### src/rtl/uart_tx_arbiter.sv
`timescale 1ns / 1ps
`default_nettype none
// ============================================================================
// Module   : uart_tx_arbiter
// Purpose  : Round-robin sharing of one uart_tx between two requesters,
//            each backed by a one-entry holding buffer.
// Revision : 1.0 - initial release
// ============================================================================
module uart_tx_arbiter #(
    parameter int DATA_W        = 7,
    parameter int START_TIMEOUT = 15
) (
    input  logic              clk,
    input  logic              rst,
    input  logic              req0_valid,
    input  logic [DATA_W-1:0] req0_data,
    output logic              req0_ready,
    input  logic              req1_valid,
    input  logic [DATA_W-1:0] req1_data,
    output logic              req1_ready,
    output logic              tx_start,
    output logic [DATA_W-1:0] tx_data,
    input  logic              tx_busy,
    output logic              sent0,
    output logic              sent1,
    output logic              cur_src,
    output logic              timeout_err
);

    localparam int c_CNT_W = (START_TIMEOUT > 1) ? $clog2(START_TIMEOUT) : 1;
    localparam logic [c_CNT_W-1:0] c_CNT_LAST = c_CNT_W'(START_TIMEOUT - 1);

    typedef enum logic [1:0] {
        ST_IDLE      = 2'd0,
        ST_START     = 2'd1,
        ST_WAIT_BUSY = 2'd2,
        ST_WAIT_DONE = 2'd3
    } state_t;

    state_t              r_state;
    state_t              w_state_nxt;

    logic                w_valid    [2];
    logic [DATA_W-1:0]   w_req_data [2];
    logic                r_full     [2];
    logic                r_seen     [2];
    logic [DATA_W-1:0]   r_buf      [2];
    logic                w_elig     [2];
    logic                w_clr      [2];

    logic [DATA_W-1:0]   r_tx_data;
    logic                r_cur_src;
    logic                r_last_grant;
    logic [c_CNT_W-1:0]  r_cnt;
    logic                r_sent0;
    logic                r_sent1;
    logic                r_timeout_err;

    logic                w_any;
    logic                w_win;
    logic                w_cnt_last;
    logic                w_done;
    logic                w_timeout;

    assign w_valid[0]    = req0_valid;
    assign w_valid[1]    = req1_valid;
    assign w_req_data[0] = req0_data;
    assign w_req_data[1] = req1_data;

    assign w_cnt_last = (r_cnt == c_CNT_LAST);
    assign w_done     = (r_state == ST_WAIT_DONE) && !tx_busy;
    assign w_timeout  = (r_state == ST_WAIT_BUSY) && !tx_busy && w_cnt_last;

    // A freshly loaded buffer gets one settle cycle (r_seen) before it may win.
    generate
        for (genvar gi = 0; gi < 2; gi++) begin : g_req
            localparam logic c_IDX = 1'(gi);

            assign w_elig[gi] = r_full[gi] & r_seen[gi];
            assign w_clr[gi]  = (w_done | w_timeout) & (r_cur_src == c_IDX);

            always_ff @(posedge clk or negedge rst) begin
                if (!rst) begin
                    r_full[gi] <= 1'b0;
                    r_seen[gi] <= 1'b0;
                    r_buf[gi]  <= '0;
                end else begin
                    r_seen[gi] <= r_full[gi];
                    if (w_clr[gi]) begin
                        r_full[gi] <= 1'b0;
                    end else if (w_valid[gi] && !r_full[gi]) begin
                        r_full[gi] <= 1'b1;
                        r_buf[gi]  <= w_req_data[gi];
                    end
                end
            end
        end
    endgenerate

    assign w_any = w_elig[0] | w_elig[1];
    assign w_win = (w_elig[0] & w_elig[1]) ? ~r_last_grant : w_elig[1];

    always_ff @(posedge clk or negedge rst) begin
        if (!rst) begin
            r_state <= ST_IDLE;
        end else begin
            r_state <= w_state_nxt;
        end
    end

    always_comb begin
        w_state_nxt = r_state;
        case (r_state)
            ST_IDLE:      if (w_any) w_state_nxt = ST_START;
            ST_START:     w_state_nxt = ST_WAIT_BUSY;
            ST_WAIT_BUSY: begin
                if (tx_busy) begin
                    w_state_nxt = ST_WAIT_DONE;
                end else if (w_cnt_last) begin
                    w_state_nxt = ST_IDLE;
                end
            end
            ST_WAIT_DONE: if (!tx_busy) w_state_nxt = ST_IDLE;
            default:      w_state_nxt = ST_IDLE;
        endcase
    end

    always_ff @(posedge clk or negedge rst) begin
        if (!rst) begin
            r_tx_data     <= '0;
            r_cur_src     <= 1'b0;
            r_last_grant  <= 1'b1;
            r_cnt         <= '0;
            r_sent0       <= 1'b0;
            r_sent1       <= 1'b0;
            r_timeout_err <= 1'b0;
        end else begin
            r_sent0 <= 1'b0;
            r_sent1 <= 1'b0;
            if ((r_state == ST_IDLE) && w_any) begin
                r_tx_data <= w_win ? r_buf[1] : r_buf[0];
                r_cur_src <= w_win;
            end
            if (r_state == ST_START) begin
                r_cnt <= '0;
            end else if ((r_state == ST_WAIT_BUSY) && !tx_busy && !w_cnt_last) begin
                r_cnt <= r_cnt + c_CNT_W'(1);
            end
            if (w_timeout) begin
                r_timeout_err <= 1'b1;
                r_last_grant  <= r_cur_src;
            end
            if (w_done) begin
                r_last_grant <= r_cur_src;
                r_sent0      <= ~r_cur_src;
                r_sent1      <= r_cur_src;
            end
        end
    end

    assign req0_ready  = ~r_full[0];
    assign req1_ready  = ~r_full[1];
    assign tx_start    = (r_state == ST_START);
    assign tx_data     = r_tx_data;
    assign cur_src     = r_cur_src;
    assign sent0       = r_sent0;
    assign sent1       = r_sent1;
    assign timeout_err = r_timeout_err;

endmodule
`default_nettype wire
### config.mk
export PLATFORM = sky130hd
export DESIGN_NAME = uart_tx_arbiter
export DESIGN_NICKNAME = d
export VERILOG_FILES = /design/src/rtl/uart_tx_arbiter.sv
export SDC_FILE = /design/constraint.sdc
export NUM_CORES = 1
export LEC_CHECK = 0
export CORE_AREA = 2 2 63 65
export CTS_CLUSTER_SIZE = 28
export DETAILED_ROUTE_END_ITERATION = 8
export DIE_AREA = 0 0 65 67
export GPL_TIMING_DRIVEN = 0
export PLACE_DENSITY_LB_ADDON = 0.15
export SYNTH_ARGS = -nofsm -noshare
export SYNTH_HDL_FRONTEND = slang
export SYNTH_SLANG_ARGS = --single-unit
export TNS_END_PERCENT = 1
### constraint.sdc
create_clock -name clk -period 2.1 [get_ports clk]
set_input_delay 0.42 -clock clk [delete_from_list [all_inputs] [get_ports clk]]
set_output_delay 0.42 -clock clk [all_outputs]
set_load 0.005 [all_outputs]
==> results_dict.tcl <==
set metrics [dict create \
    finalMaxSlewViolations 0 \
    cts_buffer_depth 2 \
    worstSetupEndpointType "output pin" \
    ys_types 28 \
    rsz0062_at_grt "false" \
    diodes 0 \
    post-place-ws_ps -66.8 \
    ios 33 \
    slowest_stage "clkdlybuf4s50_1" \
    drc 0 \
    detail-route-antenna-nets 0 \
    postLayoutSetupSlackWorst_ps 178 \
    cts_num_sinks 36 \
    fin_crit_sh_pct 91.5 \
    cp-endpoint "tx_start" \
    syn_avg_cell_area_um2 12.5 \
    worstRegToRegCells 6 \
    start_util_pct 43.9 \
    ys.warnings.count 0 \
    grt_pass1_wl_um 5550 \
    fp.dieArea_mm2 0.00436 \
    multi_input_area_um2 636 \
    grt_max_degree 37 \
    rrSetupSlack_ps 240 \
    hold_viol 0 \
    worstPathArrival_ps 1500 \
    first_pass_iters 4 \
    ctsRootBufferMaster "clkbuf_8" \
    die_w_um 65 \
    vdd_ir_drop_max_uv 515 \
    min_path_type "in -> async" \
    portBuffers 32 \
    vias_per_cell 5.23 \
    grt_usage_pct 17.4 \
    finClkSkew_ps 3.57 \
    drtIter0Drc 78 \
    crit_path_max_incr_delay_ps 490 \
    nets 187 \
    antenna_found_initial 0 \
    final_cell_area_mm2 0.00205 \
    h-tree-depth 2 \
    rows 22 \
    tightest_slew_ps 787 \
    maxSlewHeadroom_pct 47.5 \
    cts.reportedPaths.clkPinSlew_ps 60 \
    min_period_ps 1920 \
    gp_congestion 0.782 \
    syn_area_mm2 0.00158 \
    cts_tree "yes" \
    insertion_delay_ps 280 \
    leakage_uw 0.000918 \
    drive_gt1_share_pct 18.7 \
    die_y_um 67 \
    numCtsBuffers 5 \
    syn_inst 127 \
    post_drt_wl_per_cell_um 15.1 \
    maxCapViolCount 0 \
    crit_type "reg -> out" \
    core-area_mm2 0.00361 \
    synth_seq_cells 36 \
    cp.required_ps 1680 \
    outcome "finished, final reports clean" \
    r2r-end "r_buf[8]" \
    startpoint_type "register" \
    seqCellArea_um2 902 \
    place_area_mm2 0.00196 \
    power_uw 2960 \
    grt_pass1_vias 1096 \
    hold_slack_ps 216 \
    area_delta_synth_final_pct 29.8 \
    ys_seq_area_share_pct 57.0 \
    wirelength_um 3230 \
    num_vias 1119 \
    dpl.hpwl_um 2320 \
    gr-total-overflow 0 \
    cp_max_fo 5 \
    reg2reg_from "r_cnt[0]" \
    fill_cells 315 \
    cts_resized 0 \
    cp_cell_sequence "nand2b_1 > inv_1 > clkdlybuf4s50_1" \
    post-route-util_pct 56.9 \
    crit_path_start "r_state[1]" \
    postCtsHoldBufs 0 \
    setup_viol 0 \
    powerDensity_mw_per_mm2 1440 \
    post_cts_buffers 0 \
    fmax_mhz 520 \
    syn_nets 148 \
]
## metrics by stage
stage	std cells	setup TNS, ps
after floorplan	127	0
after global placement	207	-4680
after detailed placement	207	-576
after CTS	214	0
after global routing	214	0
final	214	0
## critical path: cells and delay by family (launching register included)
kind,cells,cell delay (ps)
buf+inv,2,570
flops,1,410
simple gates,1,230
## report_power, final
part / internal, uW / switching, uW / leakage, uW
combinational: 639 / 542 / 0.000443
sequential: 1020 / 238 / 0.000424
clock: 292 / 225 / 0.0000503
## synthesized netlist by cell type
| cell type | n | area (um2) |
|---|---|---|
| o311a_1 | 1 | 10.0 |
| a21oi_1 | 9 | 45.0 |
| clkbuf_1 | 1 | 3.75 |
| nand2b_1 | 2 | 12.5 |
| a22o_1 | 1 | 8.76 |
| mux2_2 | 8 | 90.1 |
| a31oi_1 | 7 | 43.8 |
| buf_2 | 2 | 10.0 |
| a21o_1 | 1 | 7.51 |
| buf_6 | 1 | 11.3 |
| o21ai_0 | 8 | 40.0 |
| mux2i_1 | 4 | 40.0 |
| and2_1 | 1 | 6.26 |
| a31oi_4 | 1 | 21.3 |
| and3_2 | 1 | 7.51 |
| nand3_1 | 3 | 15.0 |
| nor2_1 | 6 | 22.5 |
| mux2_4 | 7 | 105 |
| dfstp_2 | 1 | 26.3 |
| inv_1 | 5 | 18.8 |
| ha_1 | 2 | 25.0 |
| nor2b_1 | 1 | 6.26 |
| nand2_1 | 6 | 22.5 |
| o311ai_4 | 1 | 26.3 |
| nand4_1 | 8 | 50.1 |
| dfrtp_1 | 35 | 876 |
| a41o_2 | 1 | 11.3 |
| and3_1 | 3 | 18.8 |
## cells in the final DEF, fill, tap and decap left out, types with 5 or more instances in the layout
master and n:
clkdlybuf4s50_1 31, inv_1 5, a21oi_1 9, o21ai_0 8, a31oi_1 7, dfrtp_1 35
nand2_1 6, clkbuf_8 7, mux2_4 7, nor2_1 6, mux2_2 8, nand4_1 8
## sequential cells by signal, summed over array words and instances (netlist names)
name / cells
cur_src: 1
r_state: 2
tx_data: 7
r_full: 2
sent1: 1
r_seen: 2
r_buf: 14
r_cnt: 4
timeout_err: 1
r_last_grant: 1
sent0: 1
## layer usage
metal  share of wire [%]  vias to the layer above  wire length (um)  GRT usage (%)
met5                   0                        -                 0              0
met4                 1.8                        0                57           7.18
met3                 4.7                        7               151           4.73
met2                  49                       31              1590           26.4
met1                  44                      541              1430           23.4
li1                    -                      540                 -              -
## area by class of cell
cell class,count,share of cell area (%)
timing repair buffer,32,15.4
buffer,4,1.22
clock buffer,7,4.69
tap,48,2.93
sequential,36,43.9
multi-input combinational,82,31.0
inverter,5,0.914
## logic make-up (layout without fill, tap and decap cells)
family	count (synthesis)	count (layout)	synth area share, %
buf+inv	9	48	2.77
mux	19	19	14.9
fa+ha+maj	2	2	1.58
flops	36	36	57.0
simple gates	31	31	10.2
compound gates	30	30	13.5
## worst min-delay path by stage
stage	start	cells past startpoint	to	slack [ps]
2_1_floorplan	rst	0	cur_src	120
3_3_place_gp	r_full[0]	0	r_seen[0]	410
3_5_place_dp	r_full[0]	0	r_seen[0]	410
4_1_cts	rst	1	r_buf[8]	230
5_1_grt	rst	1	r_buf[12]	280
6_report	rst	1	r_buf[12]	220
(Power assumes the default switching activity.)
